## src/rtl/stacker_ctrl_pkg.sv

```systemverilog
// stacker_ctrl_pkg: state/direction encodings and default geometry for the stacker sequencer
package stacker_ctrl_pkg;
  typedef enum logic [2:0] {
    IDLE  = 3'd0,
    CLEAR = 3'd1,
    SLIDE = 3'd2,
    LOCK  = 3'd3,
    DONE  = 3'd4
  } state_t;
  typedef enum logic {
    DIR_LEFT  = 1'b0,
    DIR_RIGHT = 1'b1
  } dir_t;
  localparam int ROWS_DEF     = 8;
  localparam int COLS_DEF     = 8;
  localparam int INIT_LEN_DEF = 3;
endpackage

```

## src/rtl/stacker_ctrl_if.sv

```systemverilog
// stacker_ctrl_if: row-wide write port from the sequencer into the block array
interface stacker_ctrl_if #(
  parameter int ROW_W = 3,
  parameter int COLS  = 8
);
  logic             wr_strobe;
  logic [ROW_W-1:0] wr_row;
  logic [COLS-1:0]  wr_data;
  modport master(output wr_strobe, wr_row, wr_data);
  modport slave(input wr_strobe, wr_row, wr_data);
endinterface

```

## src/rtl/stacker_seg_shift.sv

```systemverilog
// stacker_seg_shift: one movement step of the sliding segment; bounces at the edges,
// or rotates circularly when STACKER_WRAP_EN is defined.
module stacker_seg_shift
  import stacker_ctrl_pkg::*;
#(
  parameter int COLS = COLS_DEF
) (
  input  logic [COLS-1:0] seg,
  input  dir_t            dir,
  output logic [COLS-1:0] seg_next,
  output dir_t            dir_next
);
`ifdef STACKER_WRAP_EN
  assign dir_next = dir;
  assign seg_next = dir == DIR_LEFT ? {seg[COLS-2:0], seg[COLS-1]} : {seg[0], seg[COLS-1:1]};
`else
  logic at_edge;
  assign at_edge  = dir == DIR_LEFT ? seg[COLS-1] : seg[0];
  assign dir_next = at_edge ? (dir == DIR_LEFT ? DIR_RIGHT : DIR_LEFT) : dir;
  assign seg_next = dir_next == DIR_LEFT ? seg << 1 : seg >> 1;
`endif
endmodule

```

## src/rtl/stacker_ctrl.sv

```systemverilog
// stacker_ctrl: stacker game sequencer owning the block-array write port.
// Define STACKER_WRAP_EN to make the segment rotate instead of bounce.
module stacker_ctrl
  import stacker_ctrl_pkg::*;
#(
  parameter int ROWS     = ROWS_DEF,
  parameter int COLS     = COLS_DEF,
  parameter int INIT_LEN = INIT_LEN_DEF
) (
  input  logic           clk,
  input  logic           reset,
  input  logic           start,
  input  logic           tick,
  input  logic           btn_scen,
  stacker_ctrl_if.master wr,
  output logic [3:0]     level,
  output logic           game_over,
  output logic           win,
  output logic [2:0]     state_o
);
  localparam int RW = $clog2(ROWS);
  state_t          state, state_n;
  dir_t            dir, dir_n, shift_dir;
  logic [COLS-1:0] seg, seg_n, prev, prev_n, shift_seg, lock_v, data_q, data_n;
  logic [RW-1:0]   cur_row, row_n, cnt, cnt_n, wrow_q, wrow_n;
  logic [3:0]      level_n, level_inc;
  logic            win_n, stb_q, stb_n;
  stacker_seg_shift #(.COLS(COLS)) u_shift (
    .seg(seg), .dir(dir), .seg_next(shift_seg), .dir_next(shift_dir)
  );
  assign lock_v       = seg & prev;
  assign level_inc    = level == 4'(ROWS) ? level : level + 4'd1;
  assign wr.wr_strobe = stb_q;
  assign wr.wr_row    = wrow_q;
  assign wr.wr_data   = data_q;
  assign game_over    = state == DONE;
  assign state_o      = state;
  always_comb begin
    state_n = state;
    seg_n   = seg;
    prev_n  = prev;
    row_n   = cur_row;
    dir_n   = dir;
    cnt_n   = cnt;
    level_n = level;
    win_n   = win;
    stb_n   = 1'b0;
    wrow_n  = wrow_q;
    data_n  = data_q;
    if (state != IDLE && !start) state_n = IDLE;
    else begin
      case (state)
        IDLE: if (start) begin
          state_n = CLEAR;
          cnt_n   = '0;
        end
        CLEAR: begin
          stb_n  = 1'b1;
          wrow_n = cnt;
          data_n = '0;
          cnt_n  = cnt + 1'b1;
          if (cnt == RW'(ROWS - 1)) begin
            seg_n   = COLS'((1 << INIT_LEN) - 1);
            dir_n   = DIR_LEFT;
            row_n   = '0;
            prev_n  = '1;
            level_n = '0;
            win_n   = 1'b0;
            state_n = SLIDE;
          end
        end
        // button beats a coincident tick: the tick is simply dropped
        SLIDE: if (btn_scen) state_n = LOCK;
        else if (tick) begin
          seg_n  = shift_seg;
          dir_n  = shift_dir;
          stb_n  = 1'b1;
          wrow_n = cur_row;
          data_n = shift_seg;
        end
        LOCK: begin
          stb_n  = 1'b1;
          wrow_n = cur_row;
          data_n = lock_v;
          if (lock_v == '0) state_n = DONE;
          else begin
            level_n = level_inc;
            if (cur_row == RW'(ROWS - 1)) begin
              win_n   = 1'b1;
              state_n = DONE;
            end else begin
              prev_n  = lock_v;
              seg_n   = lock_v;
              row_n   = cur_row + 1'b1;
              state_n = SLIDE;
            end
          end
        end
        DONE: state_n = DONE;
        default: state_n = IDLE;
      endcase
    end
  end
  always_ff @(posedge clk or posedge reset) begin
    if (reset) begin
      state   <= IDLE;
      seg     <= '0;
      prev    <= '0;
      cur_row <= '0;
      dir     <= DIR_LEFT;
      cnt     <= '0;
      level   <= '0;
      win     <= 1'b0;
      stb_q   <= 1'b0;
      wrow_q  <= '0;
      data_q  <= '0;
    end else begin
      state   <= state_n;
      seg     <= seg_n;
      prev    <= prev_n;
      cur_row <= row_n;
      dir     <= dir_n;
      cnt     <= cnt_n;
      level   <= level_n;
      win     <= win_n;
      stb_q   <= stb_n;
      wrow_q  <= wrow_n;
      data_q  <= data_n;
    end
  end
endmodule
```

## src/flat_wrapper.sv

```systemverilog
// flat-port wrapper written by rule: the top's interface ports become plain ports
module stacker_ctrl_flat import stacker_ctrl_pkg::*;
#(
  parameter int ROWS     = ROWS_DEF,
  parameter int COLS     = COLS_DEF,
  parameter int INIT_LEN = INIT_LEN_DEF
)
  (clk, reset, start, tick, btn_scen, level, game_over, win, state_o, wr_wr_strobe, wr_wr_row, wr_wr_data);
  stacker_ctrl_if #(.COLS(COLS)) wr_i ();
  input  logic clk;
  input  logic reset;
  input  logic start;
  input  logic tick;
  input  logic btn_scen;
  output logic [3:0] level;
  output logic game_over;
  output logic win;
  output logic [2:0] state_o;
  output wire logic [$bits(wr_i.wr_strobe)-1:0] wr_wr_strobe;
  output wire logic [$bits(wr_i.wr_row)-1:0] wr_wr_row;
  output wire logic [$bits(wr_i.wr_data)-1:0] wr_wr_data;
  assign wr_wr_strobe = wr_i.wr_strobe;
  assign wr_wr_row = wr_i.wr_row;
  assign wr_wr_data = wr_i.wr_data;
  stacker_ctrl #(.ROWS(ROWS), .COLS(COLS), .INIT_LEN(INIT_LEN)) u_core (.clk(clk), .reset(reset), .start(start), .tick(tick), .btn_scen(btn_scen), .wr(wr_i), .level(level), .game_over(game_over), .win(win), .state_o(state_o));
endmodule
```

## config.mk

```make
export PLATFORM = sky130hd
export DESIGN_NAME = stacker_ctrl_flat
export DESIGN_NICKNAME = d
export VERILOG_FILES = /design/src/rtl/stacker_ctrl_pkg.sv /design/src/rtl/stacker_ctrl_if.sv /design/src/rtl/stacker_seg_shift.sv /design/src/rtl/stacker_ctrl.sv /design/src/flat_wrapper.sv
export SDC_FILE = /design/constraint.sdc
export NUM_CORES = 1
export LEC_CHECK = 0
export ABC_CLOCK_PERIOD_IN_PS = 2000
export CORE_AREA = 3 3 69 71
export CTS_BUF_LIST = sky130_fd_sc_hd__clkbuf_4 sky130_fd_sc_hd__clkbuf_8
export DETAILED_ROUTE_END_ITERATION = 8
export DIE_AREA = 0 0 72 74
export MAX_ROUTING_LAYER = met4
export PLACE_DENSITY = 0.77
export SLEW_MARGIN = 20
export SYNTH_ARGS = -nofsm -noshare
export SYNTH_HDL_FRONTEND = slang
export SYNTH_SLANG_ARGS = --single-unit
```

## constraint.sdc

```tcl
create_clock -name clk -period 2 [get_ports clk]
set_clock_uncertainty 0.2 [all_clocks]
set_input_delay 0.6 -clock clk [delete_from_list [all_inputs] [get_ports clk]]
set_output_delay 0.6 -clock clk [all_outputs]
set_load 0.02 [all_outputs]
```

==> impl_metrics.toml <==
[outcome]
status = "finished, violations left"
violations = "setup timing"

[timing]
worstMarginPinSlew_ps = 411.6
layout_setup_ws_ps = -48.35
finalMaxSlewViolations = 0
setup_viol = 8
rsz0062_at_grt = "true"
relSlewSlack_pct = 72.55
fmax_mhz = 488.2
hold_violations = 0
min_period_over_period_pct = 102.4
period_minus_slack_ps = 2048

[logic_synthesis]
syn_inst = 215
synthFlopType = "dfrtp_1"
synth.yosys.seq_area_share_pct = 49.28
syn_area_um2 = 2183
synth-edff-count = 0
syn-num-nets = 226
yosys_warnings = 0
synthArstFlopShare_pct = 100.0
synth_area_per_cell_um2 = 10.16
ys_seq_elements = 43
ys_types = 45

[setup_path]
cpPeakStageDelay_ps = 390
critPathLaunchType = "register"
reg2reg_setup_slack_ps = -50
reg2reg_from = "u_core.cnt[0]$_DFFE_PP0P_"
critPathArrivalTime_ps = 2090
critical_path.cell_chain = "ha_2 -> ha_4 -> nor2_4 -> and3b_2 -> buf_6 -> nand4_1 -> or3_4 -> a21oi_2"
worstReg2RegEnd = "u_core.level[3]$_DFFE_PP0P_"
cp.required_ps = 2040
critPathSlowestCell = "dfrtp_1"
cp-end-kind = "register"
criticalPathCategory = "register to register"
worst-path-max-fanout = 5
r2r_cells = 8

[routing]
antenna_left = 0
drt-wirelength-per-cell_um = 17.01
dr.pass1.iters = 5
viasPerCell = 5.820
drcViolationCount = 0
drt_iter0_drc = 156
routed-via-count = 2037
wl_um = 5954

[die]
fp.coreArea_um2 = 4294
ioPinCount = 26
die_w_um = 72
rows = 24
start_util_pct = 50.84
die_area_um2 = 5328
die_h_um = 74

[worst_hold_path]
holdPathEnd = "u_core.wr.wr_row[1]$_DFFE_PP0P_"
hold-path-cell-count = 2
min_path_type = "register to register"
min-delay-start = "u_core.wr.wr_row[1]$_DFFE_PP0P_"

[power]
switchingPower_w = 0.0004664
p_int_w = 0.001537
switching_share_pct = 23.29
power_density_nw_per_um2 = 635.5
pwr-share-seq_pct = 46.5
vdd_drop_max_uv = 539.1
power_frac_comb_pct = 12.7
power_w = 0.002003
power.share.clock_pct = 40.9
p_leak_nw = 1.607

[layout]
layout.nets = 308
syn_to_final_growth_pct = 44.36
n_fill_cell = 292
fin_area_um2 = 3152
diodes = 0
drive_gt1_share_pct = 34.23

[clock_network]
cts_sinks = 43
clk_pin_slew_ps = 80
cts_root_buf = "clkbuf_8"
numCtsBuffers = 5
holdBufCountCts = 0
cts_tree = "yes"
clockBufferDepth = 2
insertion_delay_ps = 300
htreeDepth = 2

[flow_run]
max_cap_violations = 0

[placement]
dpl-instance-area_um2 = 2841
hpwl_um = 3804
finalWeightedCongestion = 0.8637
numPortBuffers = 25

[global_routing]
grt_use_total_pct = 23.20
grt_pass1_vias = 1881
grt-ovfl-total = 0
antenna_found_initial = 0
grt_pass1_wl_um = 9114
grt_max_degree = 44
-- layout by cell type, fill, tap and decap left out, types with 3 or more instances in the layout --
cell type	count
dlygate4sd2_1	21
nand2b_1	4
inv_1	5
nor2_1	11
o22ai_1	3
clkbuf_8	5
mux2i_1	8
mux2_2	4
o21ai_0	24
mux2_4	8
nand3_1	3
a22o_1	3
a21oi_1	3
nand2_1	37
buf_4	51
dfrtp_1	42
buf_6	4
-- cell usage after synthesis (all sizes together) (3+ instances only) --
| cell type | instances | area share [%] |
|---|---|---|
| dfrtp | 43 | 49 |
| nand2 | 39 | 6.8 |
| o21ai | 29 | 6.8 |
| mux2 | 12 | 6.2 |
| nor2 | 12 | 2.1 |
| mux2i | 8 | 3.7 |
| inv | 7 | 1.2 |
| ha | 6 | 3.4 |
| a21oi | 4 | 0.92 |
| clkbuf | 4 | 0.74 |
| nand2b | 4 | 1.1 |
| a22o | 3 | 1.2 |
| buf | 3 | 0.97 |
| nand3 | 3 | 0.69 |
| nand4 | 3 | 1.1 |
| nor2b | 3 | 0.86 |
| o22ai | 3 | 0.86 |
| or3 | 3 | 0.86 |
-- cells by family after synthesis --
| family | count (synthesis) | share of synthesized area [%] |
|---|---|---|
| and+or+nand+nor | 77 | 17.65 |
| AOI/OAI and AO/OA | 55 | 16.85 |
| DFF | 43 | 49.28 |
| muxes | 20 | 9.857 |
| buffers and inverters | 14 | 2.923 |
| adders and majority gates | 6 | 3.438 |
-- sequential cells by signal (all words and copies together), names as in the netlist --
signal,count
u_core.prev,8
u_core.seg,8
u_core.wr.wr_data,8
u_core.level,4
u_core.cnt,3
u_core.cur_row,3
u_core.state_o,3
u_core.wr.wr_row,3
u_core.dir,1
u_core.win,1
u_core.wr.wr_strobe,1
-- final cells by class --
class	instances	area [um2]	share of cell area [%]
Sequential cell	43	1077	34.18
Timing Repair Buffer	82	681.9	21.64
Clock buffer	6	76.32	2.422
Multi-Input combinational cell	158	1159	36.76
Clock inverter	2	60.06	1.906
Inverter	7	32.53	1.032
Tap cell	52	65.06	2.064
-- worst max-delay path: cells and delay by family (launching register included) --
kind	cells	cell delay, ps
buf+inv	1	120
simple gates	4	810
compound gates	1	110
flops	1	390
fa+ha+maj	2	350
-- per-stage QoR --
step	worst slack (ps)	util, %	TNS [ps]	hold WS, ps	std cells
final	-48.35	73.40	-333.2	278.8	350
after global routing	-110.9	73.40	-787.8	303.1	350
after CTS	-4.446	70.66	-5.536	284.3	342
after detailed placement	-550.6	66.17	-12960	275.5	330
after global placement	-500.3	66.17	-11800	274.3	330
after floorplan	-90.47	-	-641.5	275.6	215
-- routing by layer --
| layer | vias up | global-route usage, % | share of wire, % |
|---|---|---|---|
| met2 | 82 | 36.84 | 49 |
| met4 | 0 | 8.351 | 2.4 |
| met5 | - | - | 0 |
| li1 | 934 | - | - |
| met1 | 1007 | 30.08 | 43 |
| met3 | 14 | 4.189 | 6.0 |
-- power groups by stage --
| stage | logic, W | clock network [W] | registers, W |
|---|---|---|---|
| finish | 0.000254 | 0.000819 | 0.000931 |
| global route | 0.000278 | 0.000861 | 0.000934 |
| CTS | 0.000236 | 0.000820 | 0.000929 |
| detailed placement | 0.000224 | 0 | 0.000946 |
| global placement | 0.000219 | 0 | 0.000945 |
| floorplan | 0.000110 | 0 | 0.000956 |
-- timing repair --
action                                  CTS  global route
endpoints found under the setup margin   41            18
setup buffers                             5             8
pin swaps                                 3             7
resized for setup                        45            19
-- worst max-delay path by stage --
stage	slack (ps)	from	cells after the start	to
final	-50	u_core.cnt[0]$_DFFE_PP0P_	8	u_core.level[3]$_DFFE_PP0P_
after global routing	-110	u_core.cnt[0]$_DFFE_PP0P_	8	u_core.level[3]$_DFFE_PP0P_
after CTS	-4	btn_scen	6	u_core.seg[2]$_DFFE_PP0P_
after detailed placement	-550	btn_scen	6	u_core.wr.wr_data[5]$_DFFE_PP0P_
after global placement	-500	btn_scen	6	u_core.wr.wr_data[3]$_DFFE_PP0P_
after floorplan	-90	u_core.state_o[0]$_DFFE_PP0P_	6	u_core.seg[1]$_DFFE_PP0P_
No activity file was read; power rests on OpenSTA's default activity.
